<file path="src/rtl/serial_cmp_pkg.sv">
// Shared definitions for the bit-serial comparator: FSM state encoding and default operand width.
// Latency: none (type and constant definitions only).
// Backpressure: not applicable.
package serial_cmp_pkg;

    localparam int DEFAULT_WIDTH = 8;

    typedef enum logic [1:0] {
        IDLE = 2'd0,
        RUN  = 2'd1,
        DONE = 2'd2
    } state_t;

endpackage

</file>
<file path="src/rtl/bit_cmp_cell.sv">
// Single-bit unsigned magnitude compare cell.
// Latency: purely combinational, no clock.
// Backpressure: none; the outputs follow the inputs directly.
module bit_cmp_cell (
    input  logic a,
    input  logic b,
    output logic eq,
    output logic lt,
    output logic gt
);

    assign eq = ~(a ^ b);
    assign lt = ~a & b;
    assign gt = a & ~b;

endmodule

</file>
<file path="src/rtl/serial_cmp_ctrl.sv">
// Bit-serial unsigned comparator, MSB first; define SERIAL_CMP_EARLY_EXIT_EN to stop at the first differing bit.
// Latency: done pulses j+1 cycles after start is taken (j = bits examined); without early exit, always WIDTH+1.
// Backpressure: start is taken only in IDLE and is ignored while busy.
module serial_cmp_ctrl
    import serial_cmp_pkg::*;
#(
    parameter int WIDTH = DEFAULT_WIDTH
) (
    input  logic             clk,
    input  logic             rst_n,
    input  logic             start,
    input  logic [WIDTH-1:0] op_a,
    input  logic [WIDTH-1:0] op_b,
    output logic             busy,
    output logic             done,
    output logic             eq,
    output logic             lt,
    output logic             gt
);

    localparam int IDX_W = (WIDTH > 1) ? $clog2(WIDTH) : 1;

    state_t             state_q, state_d;
    logic [WIDTH-1:0]   a_q, a_d;
    logic [WIDTH-1:0]   b_q, b_d;
    logic [IDX_W-1:0]   idx_q, idx_d;
    logic               eq_q, eq_d;
    logic               lt_q, lt_d;
    logic               gt_q, gt_d;

    logic               bit_eq, bit_lt, bit_gt;

    bit_cmp_cell u_cell (
        .a  (a_q[idx_q]),
        .b  (b_q[idx_q]),
        .eq (bit_eq),
        .lt (bit_lt),
        .gt (bit_gt)
    );

    always_comb begin
        state_d = state_q;
        a_d     = a_q;
        b_d     = b_q;
        idx_d   = idx_q;
        eq_d    = eq_q;
        lt_d    = lt_q;
        gt_d    = gt_q;

        case (state_q)
            IDLE: begin
                if (start) begin
                    state_d = RUN;
                    a_d     = op_a;
                    b_d     = op_b;
                    idx_d   = IDX_W'(WIDTH - 1);
                    eq_d    = 1'b0;
                    lt_d    = 1'b0;
                    gt_d    = 1'b0;
                end
            end
            RUN: begin
`ifdef SERIAL_CMP_EARLY_EXIT_EN
                if (!bit_eq) begin
                    lt_d    = bit_lt;
                    gt_d    = bit_gt;
                    state_d = DONE;
                end else if (idx_q == '0) begin
                    eq_d    = 1'b1;
                    state_d = DONE;
                end else begin
                    idx_d   = idx_q - IDX_W'(1);
                end
`else
                // lt/gt double as the "already decided" flag so later bits cannot overwrite them
                if (!bit_eq && !(lt_q || gt_q)) begin
                    lt_d = bit_lt;
                    gt_d = bit_gt;
                end
                if (idx_q == '0) begin
                    eq_d    = bit_eq && !(lt_q || gt_q);
                    state_d = DONE;
                end else begin
                    idx_d   = idx_q - IDX_W'(1);
                end
`endif
            end
            DONE: begin
                state_d = IDLE;
            end
            default: begin
                state_d = IDLE;
            end
        endcase
    end

    always_ff @(posedge clk or negedge rst_n) begin
        if (!rst_n) begin
            state_q <= IDLE;
            a_q     <= '0;
            b_q     <= '0;
            idx_q   <= '0;
            eq_q    <= 1'b0;
            lt_q    <= 1'b0;
            gt_q    <= 1'b0;
        end else begin
            state_q <= state_d;
            a_q     <= a_d;
            b_q     <= b_d;
            idx_q   <= idx_d;
            eq_q    <= eq_d;
            lt_q    <= lt_d;
            gt_q    <= gt_d;
        end
    end

    assign busy = (state_q != IDLE);
    assign done = (state_q == DONE);
    assign eq   = eq_q;
    assign lt   = lt_q;
    assign gt   = gt_q;

endmodule
</file>
<file path="config.mk">
export PLATFORM = sky130hd
export DESIGN_NAME = serial_cmp_ctrl
export DESIGN_NICKNAME = d
export VERILOG_FILES = /design/src/rtl/serial_cmp_pkg.sv /design/src/rtl/bit_cmp_cell.sv /design/src/rtl/serial_cmp_ctrl.sv
export SDC_FILE = /design/constraint.sdc
export NUM_CORES = 1
export LEC_CHECK = 0
export CAP_MARGIN = 20
export CELL_PAD_IN_SITES_DETAIL_PLACEMENT = 1
export CELL_PAD_IN_SITES_GLOBAL_PLACEMENT = 2
export CORE_UTILIZATION = 33
export DETAILED_ROUTE_END_ITERATION = 10
export GPL_ROUTABILITY_DRIVEN = 1
export MAX_ROUTING_LAYER = met4
export PLACE_DENSITY = 0.76
export SLEW_MARGIN = 20
export SYNTH_ARGS = -nofsm -noshare
export SYNTH_HDL_FRONTEND = slang
export SYNTH_SLANG_ARGS = --single-unit
export TNS_END_PERCENT = 20
</file>
<file path="constraint.sdc">
create_clock -name clk -period 2.6 [get_ports clk]
set_input_delay 0.26 -clock clk [delete_from_list [all_inputs] [get_ports clk]]
set_output_delay 0.26 -clock clk [all_outputs]
set_load 0.01 [all_outputs]
</file>
; ---- After elaboration in Yosys (flattened, before gate mapping)
; Cells that the tools add are included.
; W data, S select, Z words.
[word_totals]
reg_bits = 24
elab_cells = 51
[op_classes]
add_sub_neg = 1
magnitude_cmp = 1
n_eq_ne = 6
n_mux = 17
n_bitwise = 6
n_reduce_logical = 13
[ops]
columns = op, n
row1 = $reduce_and A3 Y1, 3
row2 = $ne A2 B2 Y1 const B, 4
row3 = $bmux W1 S3, 2
row4 = $mux W1, 6
row5 = $mux W3, 2
row6 = $pmux W1 S2, 3
row7 = $pmux W3 S2, 1
row8 = $lt A3 B4 Y1 const B, 1
row9 = $mux W2, 2
row10 = $pmux W2 S2, 1
row11 = $reduce_and A2 Y1, 2
row12 = $reduce_bool A2 Y1, 2
row13 = $logic_not A3 Y1, 1
row14 = $not A1 Y1, 3
row15 = $sub A3 B1 Y3 const B, 1
row16 = $and A1 B1 Y1, 2
row17 = $eq A2 B1 Y1 const B, 1
row18 = $eq A2 B2 Y1 const B, 1
row19 = $logic_and A1 B1 Y1, 2
row20 = $logic_not A2 Y1, 1
row21 = $logic_not A1 Y1, 1
row22 = $logic_or A1 B1 Y1, 1
row23 = $xor A1 B1 Y1, 1

; ---- Logic depth before layout (Yosys ltp)
; Gate-level depths: netlist of run 1.
[depth]
depth_word = 7
ltp_mapped = 7

; ---- Hierarchy
; From an unflattened synthesis of run 1, not the netlist that was laid out.
[hier_totals]
cells_unflattened = 121
area_unflattened_um2 = 1176.1
[by_module_without_submodules]
columns = mod, n_inst, cells_per_inst, area_each_um2
row1 = serial_cmp_ctrl, 1, 117, 1143.6
row2 = bit_cmp_cell, 1, 4, 32.5

; ---- Worst setup path before layout of run 1
; OpenSTA, ideal clock, no wires.
[synth_timing]
path_type = flip-flop to flip-flop
from = register idx_q[0]
to = register gt_q, in the netlist gt
t_arrival_ns = 1.722
required_time_ns = 2.478
setup_slack_ns = 0.757
stages_incl_launch_ff = 8
path_buffers = 1
cell_sequence = dfrtp_1 -> buf_6 -> mux4_2 -> mux2i_1 -> inv_1 -> ha_1 -> nor2b_1 -> a32o_1
[synth_between]
elab_chain_cells = 6
elab_cells_between_ends = 12
classes_between = eq/ne (1) / mux (6) / bitwise (3) / reduce/logical (2)
[synth_rtl]
columns = item, line_no
row1 = "start, declared", serial_cmp_ctrl.sv:26  ; logic [IDX_W-1:0] idx_q, idx_d;
row2 = "start signal, assigned", serial_cmp_ctrl.sv:110  ; idx_q <= idx_d;
row3 = $bmux W1 S3 (on tied branches), "serial_cmp_ctrl.sv:34, serial_cmp_ctrl.sv:35"
row4 = $mux W1 (on tied branches), "serial_cmp_ctrl.sv:34, serial_cmp_ctrl.sv:35"
row5 = $xor A1 B1 Y1 or $not A1 Y1 (tied branches), "bit_cmp_cell.sv:12, bit_cmp_cell.sv:14"
row6 = $logic_and A1 B1 Y1 or $and A1 B1 Y1 (tied branches), "serial_cmp_ctrl.sv:76, bit_cmp_cell.sv:14"
row7 = $ne A2 B2 Y1 (no source line) or $mux W1 (tied branches), n/a
row8 = $reduce_and A3 Y1 (no source line) or $pmux W1 S2 (tied branches), n/a
row9 = "end signal, assigned", serial_cmp_ctrl.sv:113  ; gt_q <= gt_d;
row10 = "end, declared", serial_cmp_ctrl.sv:29  ; logic gt_q, gt_d;
; Parallel ways exist; a longest one is shown, timed or not. The select of a mux whose other input is x is not followed.
; A chain may end at the register's enable or synchronous reset.

; ---- Final worst setup path of run 1
[layout_timing]
from = register idx_q[0]
to = register lt_q, in the netlist lt
[layout_between]
elab_chain_cells = 6
elab_cells_between_ends = 12
classes_between = eq/ne (1) / mux (6) / bitwise (3) / reduce/logical (2)
[layout_rtl]
columns = item, line_no
row1 = $bmux W1 S3 (on tied branches), "serial_cmp_ctrl.sv:34, serial_cmp_ctrl.sv:35"
row2 = $mux W1 (on tied branches), "serial_cmp_ctrl.sv:34, serial_cmp_ctrl.sv:35"
row3 = $xor A1 B1 Y1 or $not A1 Y1 (tied branches), "bit_cmp_cell.sv:12, bit_cmp_cell.sv:13"
row4 = $logic_and A1 B1 Y1 or $and A1 B1 Y1 (tied branches), "serial_cmp_ctrl.sv:76, bit_cmp_cell.sv:13"
row5 = $ne A2 B2 Y1 (no source line) or $mux W1 (tied branches), n/a
row6 = $reduce_and A3 Y1 (no source line) or $pmux W1 S2 (tied branches), n/a
row7 = "end signal, assigned", serial_cmp_ctrl.sv:112  ; lt_q <= lt_d;
row8 = "end, declared", serial_cmp_ctrl.sv:28  ; logic lt_q, lt_d;
; Parallel ways exist; a longest one is shown, timed or not. The select of a mux whose other input is x is not followed.

==> results.ini, run 1 <==
[clock_network]
hold_buffers = 0
ctsResizeCount = 0
cts_setup_buffers = 0
cts.sinks = 24
root_buffer = clkbuf_4
cts.clk_slew.worst_paths_ps = 140
clk_path_buf_depth = 2
numCtsBuffers = 3
tritoncts = yes
worstSkewPairLatency_ps = 310
cts_max_level = 1

[drt]
wl_met1_um = 1002
dr.pass1.iters = 2
wl_met2_um = 1095
ant_nets = 0
routedWlPerCell_um = 13.99
first_iter_violations = 14
viasPerCell = 4.819
vias = 747
route.met3.wl_um = 55
top_layer = met4
remaining_drc_errors = 0
routed_wl_um = 2169

[floorplanning]
dieArea_mm2 = 0.003709
die_x_um = 60.90
initial_core_util_pct = 34.31
fp.coreArea_mm2 = 0.003337
rows = 21
dieHeight_um = 60.90
ios = 24

[critical_path]
criticalPathCategory = reg2reg
cpMaxStageDelayCell = mux4_2
cp_max_fo = 7
crit_required_ps = 2820
worstRegToRegCells = 6
cpPeakStageDelay_ps = 560
cp-start-kind = flip-flop
critical_path.endpoint_type = flip-flop
cp_data_arrival_time_ps = 2270
crit_chain = mux4_2 > mux2i_1 > inv_1 > ha_1 > nor2b_1 > a32o_1

[final_layout]
nets = 133
drive_gt1_share_pct = 24.77
antennaDiodeCount = 0
final_cell_mix = dfrtp_1 (24), clkdlybuf4s50_1 (23), mux2_2 (15)
multi_input_area_um2 = 493.0
fillers = 355
final_common_cell = dfrtp_1
seq_area_um2 = 600.6
stdcell_area_mm2 = 0.001479
area_delta_synth_final_pct = 29.18

[yosys]
synth_top_area_share_pct = 52.46
synth-simple-area-share_pct = 6.230
syn_inst = 84
synth_top_family_by_area = multiplexers
yosysSeqAreaShare_pct = 52.46
ys_warn_count = 0
ys_types = 21
ys.flop_type = dfrtp_1
synth-xor-area-share_pct = 0
yosys-top-cells-area = dfrtp_1 (52%), mux2_2 (15%), mux4_2 (7.9%)
synthAdderAreaFrac_pct = 4.372
synth_compound_area_share_pct = 6.667
avgSynthCellArea_um2 = 13.63
synth-edff-count = 0
synth.largest_area_cell = dfrtp_1
synth-seq-cells = 24
async_reset_ff_share_pct = 100.0
syn_area_mm2 = 0.001145
synth_mux_area_share_pct = 25.36
syn_nets = 107

[sta]
setup_violations = 0
slew_violations = 0
finalSetupTns_ps = 0
grt_setup_unrepaired = no
hold_violations = 0
fin_worst_skew_ps = 2.882
fmax_ghz = 0.4871
min_period_ps = 2053
max_slew_margin_pct = 60.94
worstMarginPinSlew_ps = 584.7
period_share_pct = 78.96

[global_routing]
gr-total-overflow = 0
antenna_found_initial = 0
grt_max_degree = 25
grt_pass1_wl_um = 3657
grt_pass1_vias = 785
grt_util_all_layers_pct = 14.27

[placed_design]
globalplace.congestion = 0.6833
placed_area_mm2 = 0.001426
port_buffers = 23
dpl.hpwl_um = 1610

[min_path]
hold_path.class = in2async

[job]
maxCapViolCount = 0

[power]
p_per_area_mw_per_mm2 = 1165
ir_drop_mv = 0.5138
p_leak_uw = 0.0006314

[run_status]
status = completed

-- through the flow --
| step | util, % | hold WS, ps | cells | power [uW] | setup slack [ps] |
|---|---|---|---|---|---|
| 2_1_floorplan | - | -35.59 | 84 | 1255 | 756.7 |
| 3_3_place_gp | 42.74 | 485.6 | 151 | 1429 | 591.3 |
| 3_5_place_dp | 42.74 | 492.6 | 151 | 1475 | 538.8 |
| 4_1_cts | 44.32 | 289.7 | 155 | 1760 | 511.6 |
| 5_1_grt | 44.32 | 306.9 | 155 | 1876 | 360.4 |
| 6_report | 44.32 | 289.4 | 155 | 1723 | 547.2 |
-- report_power, final --
part,internal [uW],switching [uW]
clock,156,116
combinational,450,301
sequential,552,148
total,1160,565
-- Yosys cell counts, types with 2 or more instances --
master    n
a32o_1    3
nor2_1    4
mux2_2   15
dfrtp_1  24
mux2i_1   2
mux4_2    4
buf_2     3
ha_1      4
nor2b_1   3
nand2_1   3
a311o_1   2
inv_1     8
-- metal layers --
layer,up-vias,track usage [%]
met3,2,1.919
li1,349,-
met1,379,18.39
met5,-,-
met2,17,22.61
met4,0,5.844
-- cell type report --
| cell class | count | area share (%) |
|---|---|---|
| Sequential cell | 24 | 40.61 |
| Multi-Input combinational cell | 48 | 33.33 |
| Timing Repair Buffer | 25 | 16.58 |
| Tap cell | 46 | 3.892 |
| Clock inverter | 1 | 2.030 |
| Inverter | 8 | 2.030 |
| Clock buffer | 3 | 1.523 |
-- worst max-delay path, delay by kind of cell, from the launching register on --
family                     cells  cell delay, ps
muxes                          2             740
DFF                            1             550
adders and majority gates      1             290
AOI/OAI and AO/OA              1             250
buffers and inverters          1              70
and+or+nand+nor                1              60
-- worst paths after layout --
check | start | slack, ps | endpoint
worst max-delay path | idx_q[0] | 550 | lt
worst min-delay path | rst_n | 290 | state_q[1]
worst max register to register | idx_q[0] | 550 | lt
worst min register to register | b_q[0] | 520 | b_q[0]
max in group asynchronous | rst_n | 2080 | idx_q[0]
min in group clk | b_q[0] | 520 | b_q[0]
-- cell families after synthesis --
group,Yosys count
compound gates,9
fa+ha+maj,4
buf+inv,12
flops,24
mux,22
simple gates,13
-- sequential cells by signal (all words and copies together), names as in the netlist --
signal / cells
a_q: 8
b_q: 8
idx_q: 3
state_q: 2
eq: 1
gt: 1
lt: 1
Power figures use the tool's default switching activity.
==> run 2, diff against run 1 <==
Clock period 2.6 ns to 1.9 ns, I/O delays scaled along.
==> results.ini, run 2 (synthesis gave the netlist of run 1 again) <==
[run_status]
status = completed  ; unchanged

[sta]
min_period_ps = 1887  ; was 2053 ps
grt_setup_unrepaired = yes  ; was no
period_share_pct = 99.30  ; was 78.96%
fmax_ghz = 0.5300  ; was 0.4871 GHz
slew_violations = 0  ; unchanged
max_slew_margin_pct = 79.37  ; was 60.94%
fin_worst_skew_ps = 2.755  ; was 2.882 ps
setup_violations = 0  ; unchanged
hold_violations = 0  ; unchanged
worstMarginPinSlew_ps = 309.5  ; was 584.7 ps
finalSetupTns_ps = 0  ; unchanged

[floorplanning]
die_x_um = 60.90  ; unchanged
dieArea_mm2 = 0.003709  ; unchanged
dieHeight_um = 60.90  ; unchanged
initial_core_util_pct = 34.31  ; unchanged
rows = 21  ; unchanged
ios = 24  ; unchanged
fp.coreArea_mm2 = 0.003337  ; unchanged

[critical_path]
worstReg2RegStart = idx_q[0]  ; unchanged
crit_chain = buf_6 > mux4_2 > mux2i_4 > inv_1 > ha_4 > a32o_1  ; was mux4_2 > mux2i_1 > inv_1 > ha_1 > nor2b_1 > a32o_1
r2r_setup_slack_ps = 10  ; was 550 ps
r2r_end = gt  ; was lt
cpPeakStageDelay_ps = 520  ; was 560 ps
critical_path.endpoint_type = flip-flop  ; unchanged
cp_max_fo = 4  ; was 7
criticalPathCategory = reg2reg  ; unchanged
cpMaxStageDelayCell = mux4_2  ; unchanged
cp_data_arrival_time_ps = 2110  ; was 2270 ps
path_delay_family = multiplexers  ; unchanged
crit_required_ps = 2120  ; was 2820 ps
cp-start-kind = flip-flop  ; unchanged
crit_buf_inv = 2  ; was 1
worstRegToRegCells = 6  ; unchanged

[final_layout]
area_delta_synth_final_pct = 38.91  ; was 29.18%
final_core_util_pct = 47.66  ; was 44.32%
drive_gt1_share_pct = 34.78  ; was 24.77%
nets = 139  ; was 133
fillers = 356  ; was 355
reg_top3 = a_q: 8 flops, b_q: 8 flops, idx_q: 3 flops  ; unchanged
final_cell_mix = dfrtp_1 (23), clkdlybuf4s50_1 (23), mux2_2 (15)  ; was dfrtp_1 (24), clkdlybuf4s50_1 (23), mux2_2 (15)
stdcell_area_mm2 = 0.001590  ; was 0.001479 mm^2
antennaDiodeCount = 0  ; unchanged

[drt]
first_iter_violations = 15  ; was 14
vias = 778  ; was 747
routed_wl_um = 2403  ; was 2169 um
viasPerCell = 4.832  ; was 4.819
remaining_drc_errors = 0  ; unchanged
ant_nets = 0  ; unchanged
routedWlPerCell_um = 14.93  ; was 13.99 um
dr.pass1.iters = 2  ; unchanged

[global_routing]
grt_pass1_vias = 839  ; was 785
antenna_found_initial = 0  ; unchanged
grt_max_degree = 25  ; unchanged
grt_pass1_wl_um = 3926  ; was 3657 um
grt_util_all_layers_pct = 15.45  ; was 14.27%
gr-total-overflow = 0  ; unchanged

[clock_network]
cts.clk_slew.worst_paths_ps = 140  ; about the same
cts.sinks = 24  ; unchanged
worstSkewPairLatency_ps = 320  ; was 310 ps
tritoncts = yes  ; unchanged
cts_max_level = 1  ; unchanged
clk_path_buf_depth = 2  ; unchanged
root_buffer = clkbuf_4  ; unchanged
numCtsBuffers = 3  ; unchanged

[placed_design]
placed_area_mm2 = 0.001469  ; was 0.001426 mm^2
dpl.hpwl_um = 1834  ; was 1610 um
port_buffers = 23  ; unchanged
globalplace.congestion = 0.7193  ; was 0.6833

[power]
p_leak_uw = 0.0006640  ; was 0.0006314 uW
p_per_area_mw_per_mm2 = 1798  ; was 1165 mW/mm^2
ir_drop_mv = 0.6333  ; was 0.5138 mV

[job]
maxCapViolCount = 0  ; unchanged

[min_path]
hold_path.class = in2async  ; unchanged

## run 2: cell count changes in the layout (fill, tap and decap cells not counted), sizes merged
| cell | previous run | this run |
|---|---|---|
| buf | 2 | 8 |
## run 2: cell type report
cell class / instances / area (um^2) / share of cell area [%]
Tap cell: 46 / 57.56 / 3.619
Clock inverter: 1 / 30.03 / 1.888
Timing Repair Buffer: 31 / 306.5 / 19.28
Multi-Input combinational cell: 48 / 541.8 / 34.07
Inverter: 8 / 30.03 / 1.888
Clock buffer: 3 / 22.52 / 1.416
Sequential cell: 24 / 601.8 / 37.84
## run 2: how the worst max path moves through the flow
stage | startpoint | cells past startpoint | slack [ps] | to
floorplan | idx_q[0] | 7 | 60 | gt
global placement | idx_q[0] | 6 | -3 | lt
detailed placement | idx_q[0] | 6 | -90 | gt
CTS | idx_q[0] | 6 | 1 | lt
global route | idx_q[0] | 6 | -60 | lt
finish | idx_q[0] | 6 | 10 | gt
## run 2: metal layers
layer  track usage, %  up-vias  share of wire [%]
li1                 -      363                  -
met1            18.46      394                 41
met2            26.53       19                 55
met3            2.559        2                3.0
met4            4.870        0               0.92
met5                -        -                  0
## run 2: per-stage QoR
step / power (uW) / worst slack, ps / hold slack [ps] / cells
after floorplan: 1718 / 56.69 / -105.6 / 84
after global placement: 2063 / -2.718 / 492.5 / 155
after detailed placement: 2147 / -87.54 / 503.3 / 155
after CTS: 2801 / 1.186 / 212.2 / 162
after global routing: 3107 / -60.70 / 228.4 / 161
final: 2860 / 13.27 / 213.9 / 161
## run 2: what timing repair did
item,in CTS,in global routing
buffers inserted,3,0
endpoints found under the setup margin,3,3
hold buffers,0,0
gates resized for setup,7,4
pin swaps,2,3
## run 2: report_power, final
group,total [uW],internal (uW),switching [uW]
sequential,960,758,203
combinational,1520,930,595
clock,375,213,161
total,2860,1900,958
